<file path="src/rtl/fifo_core_if.sv">
// Handshake and status bundle between a FIFO user (master) and fifo_core (slave).
interface fifo_core_if #(
  parameter int unsigned FIFO_WIDTH = 16,
  parameter int unsigned FIFO_DEPTH = 8
);
  localparam int unsigned CntW = $clog2(FIFO_DEPTH) + 1;

  logic [FIFO_WIDTH-1:0] data_in;
  logic                  wr_en;
  logic                  rd_en;
  logic [FIFO_WIDTH-1:0] data_out;
  logic                  wr_ack;
  logic                  overflow;
  logic                  underflow;
  logic                  full;
  logic                  almostfull;
  logic                  empty;
  logic                  almostempty;
  logic [CntW-1:0]       count;

  modport master (
    output data_in, wr_en, rd_en,
    input  data_out, wr_ack, overflow, underflow,
    input  full, almostfull, empty, almostempty, count
  );

  modport slave (
    input  data_in, wr_en, rd_en,
    output data_out, wr_ack, overflow, underflow,
    output full, almostfull, empty, almostempty, count
  );
endinterface

</file>
<file path="src/rtl/fifo_core.sv">
// Synchronous single-clock FIFO with registered read data, per-cycle write/overflow/underflow
// pulses and occupancy-decoded status flags.
module fifo_core #(
  parameter int unsigned FIFO_WIDTH = 16,
  parameter int unsigned FIFO_DEPTH = 8
) (
  input logic         clk,
  input logic         rst,
  fifo_core_if.slave  bus
);
  localparam int unsigned AddrW = $clog2(FIFO_DEPTH);
  localparam int unsigned CntW  = AddrW + 1;

  logic [FIFO_WIDTH-1:0] mem_q [FIFO_DEPTH];

  logic [AddrW-1:0]      wr_ptr_q, wr_ptr_d;
  logic [AddrW-1:0]      rd_ptr_q, rd_ptr_d;
  logic [CntW-1:0]       count_q, count_d;
  logic [FIFO_WIDTH-1:0] data_out_q, data_out_d;
  logic                  wr_ack_q, wr_ack_d;
  logic                  overflow_q, overflow_d;
  logic                  underflow_q, underflow_d;

  logic full, almostfull, empty, almostempty;
  logic wr_acc, rd_acc;

  // Status flags are pure decodes of occupancy, so they are mutually exclusive by construction.
  always_comb begin
    full        = (count_q == CntW'(FIFO_DEPTH));
    almostfull  = (count_q == CntW'(FIFO_DEPTH - 1));
    empty       = (count_q == '0);
    almostempty = (count_q == CntW'(1));
  end

  // Accept decisions and next-state for pointers, occupancy, read data and pulse flags.
  always_comb begin
    wr_acc      = bus.wr_en && !full;
    rd_acc      = bus.rd_en && !empty;
    wr_ptr_d    = wr_ptr_q;
    rd_ptr_d    = rd_ptr_q;
    count_d     = count_q;
    data_out_d  = data_out_q;
    wr_ack_d    = wr_acc;
    overflow_d  = bus.wr_en && full;
    underflow_d = bus.rd_en && empty;

    // Power-of-two depth lets the pointers wrap by natural overflow.
    if (wr_acc) wr_ptr_d = wr_ptr_q + AddrW'(1);
    if (rd_acc) begin
      rd_ptr_d   = rd_ptr_q + AddrW'(1);
      data_out_d = mem_q[rd_ptr_q];
    end

    unique case ({wr_acc, rd_acc})
      2'b10:   count_d = count_q + CntW'(1);
      2'b01:   count_d = count_q - CntW'(1);
      default: count_d = count_q;
    endcase
  end

  // Control state, cleared asynchronously.
  always_ff @(posedge clk or posedge rst) begin
    if (rst) begin
      wr_ptr_q    <= '0;
      rd_ptr_q    <= '0;
      count_q     <= '0;
      data_out_q  <= '0;
      wr_ack_q    <= 1'b0;
      overflow_q  <= 1'b0;
      underflow_q <= 1'b0;
    end else begin
      wr_ptr_q    <= wr_ptr_d;
      rd_ptr_q    <= rd_ptr_d;
      count_q     <= count_d;
      data_out_q  <= data_out_d;
      wr_ack_q    <= wr_ack_d;
      overflow_q  <= overflow_d;
      underflow_q <= underflow_d;
    end
  end

  // Storage array is never reset; stale words are unreachable while count is zero.
  always_ff @(posedge clk) begin
    if (wr_acc && !rst) mem_q[wr_ptr_q] <= bus.data_in;
  end

  assign bus.data_out    = data_out_q;
  assign bus.wr_ack      = wr_ack_q;
  assign bus.overflow    = overflow_q;
  assign bus.underflow   = underflow_q;
  assign bus.full        = full;
  assign bus.almostfull  = almostfull;
  assign bus.empty       = empty;
  assign bus.almostempty = almostempty;
  assign bus.count       = count_q;
endmodule

</file>
<file path="src/flat_wrapper.sv">
// flat-port wrapper written by rule: the top's interface ports become plain ports
module fifo_core_flat 
#(
  parameter int unsigned FIFO_WIDTH = 16,
  parameter int unsigned FIFO_DEPTH = 8
)
  (clk, rst, bus_data_in, bus_wr_en, bus_rd_en, bus_data_out, bus_wr_ack, bus_overflow, bus_underflow, bus_full, bus_almostfull, bus_empty, bus_almostempty, bus_count);
  fifo_core_if #(.FIFO_WIDTH(FIFO_WIDTH), .FIFO_DEPTH(FIFO_DEPTH)) bus_i ();
  input logic clk;
  input logic rst;
  input wire logic [$bits(bus_i.data_in)-1:0] bus_data_in;
  input wire logic [$bits(bus_i.wr_en)-1:0] bus_wr_en;
  input wire logic [$bits(bus_i.rd_en)-1:0] bus_rd_en;
  output wire logic [$bits(bus_i.data_out)-1:0] bus_data_out;
  output wire logic [$bits(bus_i.wr_ack)-1:0] bus_wr_ack;
  output wire logic [$bits(bus_i.overflow)-1:0] bus_overflow;
  output wire logic [$bits(bus_i.underflow)-1:0] bus_underflow;
  output wire logic [$bits(bus_i.full)-1:0] bus_full;
  output wire logic [$bits(bus_i.almostfull)-1:0] bus_almostfull;
  output wire logic [$bits(bus_i.empty)-1:0] bus_empty;
  output wire logic [$bits(bus_i.almostempty)-1:0] bus_almostempty;
  output wire logic [$bits(bus_i.count)-1:0] bus_count;
  assign bus_i.data_in = bus_data_in;
  assign bus_i.wr_en = bus_wr_en;
  assign bus_i.rd_en = bus_rd_en;
  assign bus_data_out = bus_i.data_out;
  assign bus_wr_ack = bus_i.wr_ack;
  assign bus_overflow = bus_i.overflow;
  assign bus_underflow = bus_i.underflow;
  assign bus_full = bus_i.full;
  assign bus_almostfull = bus_i.almostfull;
  assign bus_empty = bus_i.empty;
  assign bus_almostempty = bus_i.almostempty;
  assign bus_count = bus_i.count;
  fifo_core #(.FIFO_WIDTH(FIFO_WIDTH), .FIFO_DEPTH(FIFO_DEPTH)) u_core (.clk(clk), .rst(rst), .bus(bus_i));
endmodule
</file>
<file path="config.mk">
export PLATFORM = sky130hd
export DESIGN_NAME = fifo_core_flat
export DESIGN_NICKNAME = d
export VERILOG_FILES = /design/src/rtl/fifo_core_if.sv /design/src/rtl/fifo_core.sv /design/src/flat_wrapper.sv
export SDC_FILE = /design/constraint.sdc
export NUM_CORES = 1
export LEC_CHECK = 0
export ABC_AREA = 1
export BUFFER_PORTS_ARGS = -buffer_cell sky130_fd_sc_hd__buf_2
export CAP_MARGIN = 20
export CORE_AREA = 5 5 120 207
export CTS_CLUSTER_SIZE = 28
export DETAILED_ROUTE_END_ITERATION = 10
export DIE_AREA = 0 0 125 212
export GPL_TIMING_DRIVEN = 1
export PLACE_DENSITY_LB_ADDON = 0.25
export SLEW_MARGIN = 25
export SYNTH_ARGS = -nofsm -noshare
export SYNTH_HDL_FRONTEND = slang
export SYNTH_SLANG_ARGS = --single-unit
export TNS_END_PERCENT = 30
</file>
<file path="constraint.sdc">
create_clock -name clk -period 2.31 [get_ports clk]
set_clock_uncertainty 0.05 [all_clocks]
set_input_delay 0.3465 -clock clk [delete_from_list [all_inputs] [get_ports clk]]
set_output_delay 0.3465 -clock clk [all_outputs]
set_load 0.05 [all_outputs]
</file>
## Yosys cells after proc, flatten, opt, wreduce, memory -nomap -nowiden

Memory sizes are Yosys's and may differ from the RTL's. A register that Yosys moved wholly into a read port is not among the register bits.
Cells that the tools add are included.

- Equality and inequality tests: 5
- Reduce and logical (&&, ||, !) cells: 10
- Mux-type cells: 3
- Add/subtract/negate cells: 4

Operators by type and width:

| operator | number |
|---|---|
| $pmux W4 S2 | 1 |
| $add A3 B1 Y3 const B | 2 |
| $logic_and A1 B1 Y1 | 5 |
| $add A4 B1 Y4 const B | 1 |
| $eq A4 B1 Y1 const B | 1 |
| $eq A4 B3 Y1 const B | 1 |
| $eq A4 B4 Y1 const B | 1 |
| $logic_not A4 Y1 | 1 |
| $sub A4 B1 Y4 const B | 1 |
| $logic_not A1 Y1 | 3 |
| $eq A2 B1 Y1 const B | 1 |
| $eq A2 B2 Y1 const B | 1 |
| $mux W1 | 2 |
| $reduce_bool A2 Y1 | 1 |

- Input port bits: 20
- Register bits after elaboration: 13
- RAM bits: 128
- Output and inout port bits: 27
- Logic and storage cells: 29
- Memories kept: 1

Memories:

| memory | words | bits a word | rd ports | clocked after Yosys merged registers in | write ports | line | text |
|---|---|---|---|---|---|---|---|
| u_core.mem_q | 8 | 16 | 1 | 1 | 1 | fifo_core.sv:14 | `logic [FIFO_WIDTH-1:0] mem_q [FIFO_DEPTH];` |

## Logic depth before layout (Yosys ltp)

- Depth in word-level cells: 6
- Depth in mapped cells: 13
- Depth with buffers taken out: 12

## Least setup slack after synthesis

Ideal clock, no wire load.

- Path type: reg2reg
- From: register u_core.count_q[0], in the netlist u_core.bus.count[0]
- To: memory u_core.mem_q[1][0], enable pin
- Stages on the path, launching flop included: 8
- Arrival: 2.200 ns
- Period minus slack after synthesis: 2.638 ns
- Library setup time: 0.388 ns
- Buffers on the path: 0
- Slack: -0.328 ns
- Data required time: 1.872 ns
- Cell sequence: dfrtp_1 inv_1 ha_1 nand3_2 nand2_2 inv_2 nand3_2 nor2_1

- Word-level cells in the longest chain between the ends: 6

Ends and longest elaborated chain:

| what | line | text |
|---|---|---|
| start: declaration | fifo_core.sv:18 | `logic [CntW-1:0] count_q, count_d;` |
| start signal: assignment | fifo_core.sv:74 | `count_q <= count_d;` |
| $eq A4 B4 Y1 | fifo_core.sv:29 | `full = (count_q == CntW'(FIFO_DEPTH));` |
| $logic_not A1 Y1 | fifo_core.sv:37 | `wr_acc = bus.wr_en && !full;` |
| $logic_and A1 B1 Y1 | fifo_core.sv:37 |  |
| via u_core.wr_acc | fifo_core.sv:25 | `logic wr_acc, rd_acc;` |
| $logic_and A1 B1 Y1 | fifo_core.sv:84 | `if (wr_acc && !rst) mem_q[wr_ptr_q] <= bus.data_in;` |
| $mux W1 | fifo_core.sv:84 |  |
| $mux W1 (implied by the code) | fifo_core.sv:84 |  |
| end: declaration | fifo_core.sv:14 |  |

The timed path passes the listed nets, and every way through them passes these cells.

## Worst setup path in the final report

- From: register u_core.count_q[0], in the netlist u_core.bus.count[0]
- To: output port bus_full

- Word-level cells in the longest chain between the ends: 1

Ends and longest elaborated chain:

| what | line | text |
|---|---|---|
| $eq A4 B4 Y1 | fifo_core.sv:29 |  |
| end: declaration | flat_wrapper.sv:18 | `output wire logic [$bits(bus_i.full)-1:0] bus_full;` |

Every way passes these cells.

==> metrics <==
status completed; EDFF count, synth 128; CTS tree yes; area grow syn2layout 18.5%; Yosys top cell by area edfxtp_1; largest cells by area after synthesis edfxtp_1 (57%), nand2_1 (11%), dfrtp_1 (11%), nand3_1 (7.2%), inv_1 (6.2%); CTS root buf clkbuf_16; Crit Reg-Reg Startpoint u_core.bus.count[0]; Tightest Pin Transition 0.617 ns; Switching Share 41.9%; Max rail drop VDD 427 uV; Seq cells post-synth 157; n_diodes 0; mux contribution to synthesized area 0%; post-synthesis compound-gate area fraction 0.500%; setup TNS 0 ns; crit path max fanout 6; Post-Syn Nets 668; DP HPWL 13800 um; xor/xnor share of the synthesized area 1.02%; Flop pwr share 37.0%; DRC marker count from the first detailed-route iteration 230; Crit path top cell by count inv_1; Core Box Area 23100 um2; Max Cap Violations 0; largest net degree at the start of global routing 66; Yosys top cell area share 56.9%; CTS Hold Bufs 0; routability cong. 0.900; row count 74; Hold Crit Class in2async; simple logic cell fraction of the synthesized area 20.8%; Total Routed Length 18900 um; Seq/Total Area, Yosys 67.7%; IO Pins 47; worst setup path category reg2out; commonest non-fill, non-tap cell in the layout nand2_1; H-Tree Depth 4; post-DR wirelength/cell 18.6 um; Synth Area in Adders 1.11%; setup ws final 0.219 ns; cts bufs inserted 17; latest clock arrival within the worst-skew pair 0.43 ns; post-synthesis instance area 6750 um2; Reg2Reg Setup Slack 0.26 ns; worst-path cell chain inv_1 -> ha_1 -> nand3_2 -> inv_1 -> buf_2; Post-DP Area 7460 um2; fmax 0.478 GHz; pre-CTS WS 0.278 ns; fraction of registers with async set/reset 18.5%; final core occ 34.7%; Die Y 212 um; first-pass GRT wire length 28300 um; antenna violations before repair 0; critical path arrival 1.69 ns; Starting Density 29.3%; vias in the first global route 4720; Worst path top cell family by delay flip-flops; RSZ-0062 raised after global routing no; Slew Viols, Final 0; post-route ant nets 0; Max Root-Sink Buffers 2; FF-to-FF End u_core.mem_q[0][5]; largest family of logic cells by synthesized area simple AND/OR/NAND/NOR gates; Pint 0.00589 W; most frequent cells in the layout nand2_1 (205), edfxtp_1 (128), inv_1 (111); ys flop type edfxtp_1; combinational power share 37.7%; CP Depth 5; CTS sink cnt 157; total congestion overflow 0; CP startpoint kind flop; Critical Path End Type primary output; Die X 125 um; slowest CP cell dfrtp_2; worst hold margin 0.0152 ns; post-layout min period 2.09 ns; Detailed Routing Iterations Pass 1 5; gr usage total 14.7%; final instance area 8000 um2; post-synthesis cell type count 28; r2r worst-path depth 8; share of cells above drive strength 1 17.2%; Slew HR 58.6%; Setup-failing EPs final 0; # resized after CTS 0; Syn Inst Count 642; Via density 4.43; Syn. warnings 0; CTS clk-pin slew, worst paths 0.06 ns; die area 26500 um2; DRC 0; Syn Area/Cell 10.5 um2; CP bufs+invs 3; PwrDens 1270 nW/um2; Pleak 3.55 nW; sw power 0.00426 W; # Post-CTS Setup Buffers 0; clock group share of total power 25.3%; Final Hold Fails 0; Final Cycle Share 90.5%; Worst path max stage delay 0.44 ns; WP data required 1.91 ns; Vias 4526; Layout Nets 730; Port Buffer Count 46
## metal layers
| metal | part of all wire [%] | vias to the layer above | track usage [%] |
|---|---|---|---|
| li1 | - | 2181 | - |
| met1 | 33 | 2227 | 13.4 |
| met2 | 59 | 83 | 29.2 |
| met3 | 2.3 | 35 | 2.54 |
| met4 | 4.8 | 0 | 9.84 |
| met5 | 0 | - | 0 |
## cells in the mapped netlist (all sizes together) (3+ instances only)
| cell | instances |
|---|---|
| o21ai | 4 |
| xnor2 | 3 |
| nor2 | 7 |
| ha | 6 |
| nand3 | 100 |
| nand2 | 209 |
| inv | 116 |
| clkbuf | 3 |
| dfrtp | 29 |
| edfxtp | 128 |
| buf | 24 |
| xor2 | 4 |
| nor3 | 5 |
## final cells by class
cell class              instances  area, um2
fillers                      2323      15100
clock inverters                15        115
repair buffers                 70        448
multi-input cells             341       1620
clock buffers                  17        425
flip-flops and latches        157       4570
inverters                     117        442
well taps                     304        380
## sequential cells by signal, indices dropped and copies added, names as in the netlist
name / flops
u_core.bus.count: 4
u_core.bus.data_out: 16
u_core.bus.overflow: 1
u_core.bus.underflow: 1
u_core.bus.wr_ack: 1
u_core.mem_q: 128
u_core.rd_ptr_q: 3
u_core.wr_ptr_q: 3
## how the worst max path moves through the flow
| stage | slack (ns) | start | to |
|---|---|---|---|
| floorplan | -0.03 | u_core.bus.count[2] | bus_almostfull |
| global placement | 0.32 | u_core.bus.count[0] | u_core.mem_q[0][15] |
| detailed placement | 0.28 | u_core.bus.count[0] | u_core.mem_q[0][15] |
| CTS | 0.18 | u_core.bus.count[0] | bus_full |
| global route | 0.14 | u_core.bus.count[0] | bus_full |
| finish | 0.22 | u_core.bus.count[0] | bus_full |
## kinds of logic (layout without fill, tap and decap cells)
family          after synthesis  after routing
fa+ha+maj                     6              6
xor+xnor                      7              7
compound gates                6              6
flops                       157            157
simple gates                322            322
buf+inv                     144            219
## through the flow
| stage | std cells | total power [W] |
|---|---|---|
| after global placement | 989 | 0.00772 |
| after floorplan | 642 | 0.00648 |
| final | 1021 | 0.0102 |
| after global routing | 1021 | 0.0107 |
| after CTS | 1021 | 0.0103 |
| after detailed placement | 989 | 0.00772 |
## tightest hold or removal path: cells and delay by family
kind     cells  cell delay (ns)
buf+inv      3             0.49
## power by group through the flow
| stage | clock network (W) | logic, W | registers, W |
|---|---|---|---|
| 2_1_floorplan | 0 | 0.00207 | 0.00441 |
| 3_3_place_gp | 0 | 0.00391 | 0.00381 |
| 3_5_place_dp | 0 | 0.00390 | 0.00382 |
| 4_1_cts | 0.00264 | 0.00392 | 0.00376 |
| 5_1_grt | 0.00275 | 0.00417 | 0.00380 |
| 6_report | 0.00257 | 0.00383 | 0.00375 |
(Power assumes the default switching activity.)
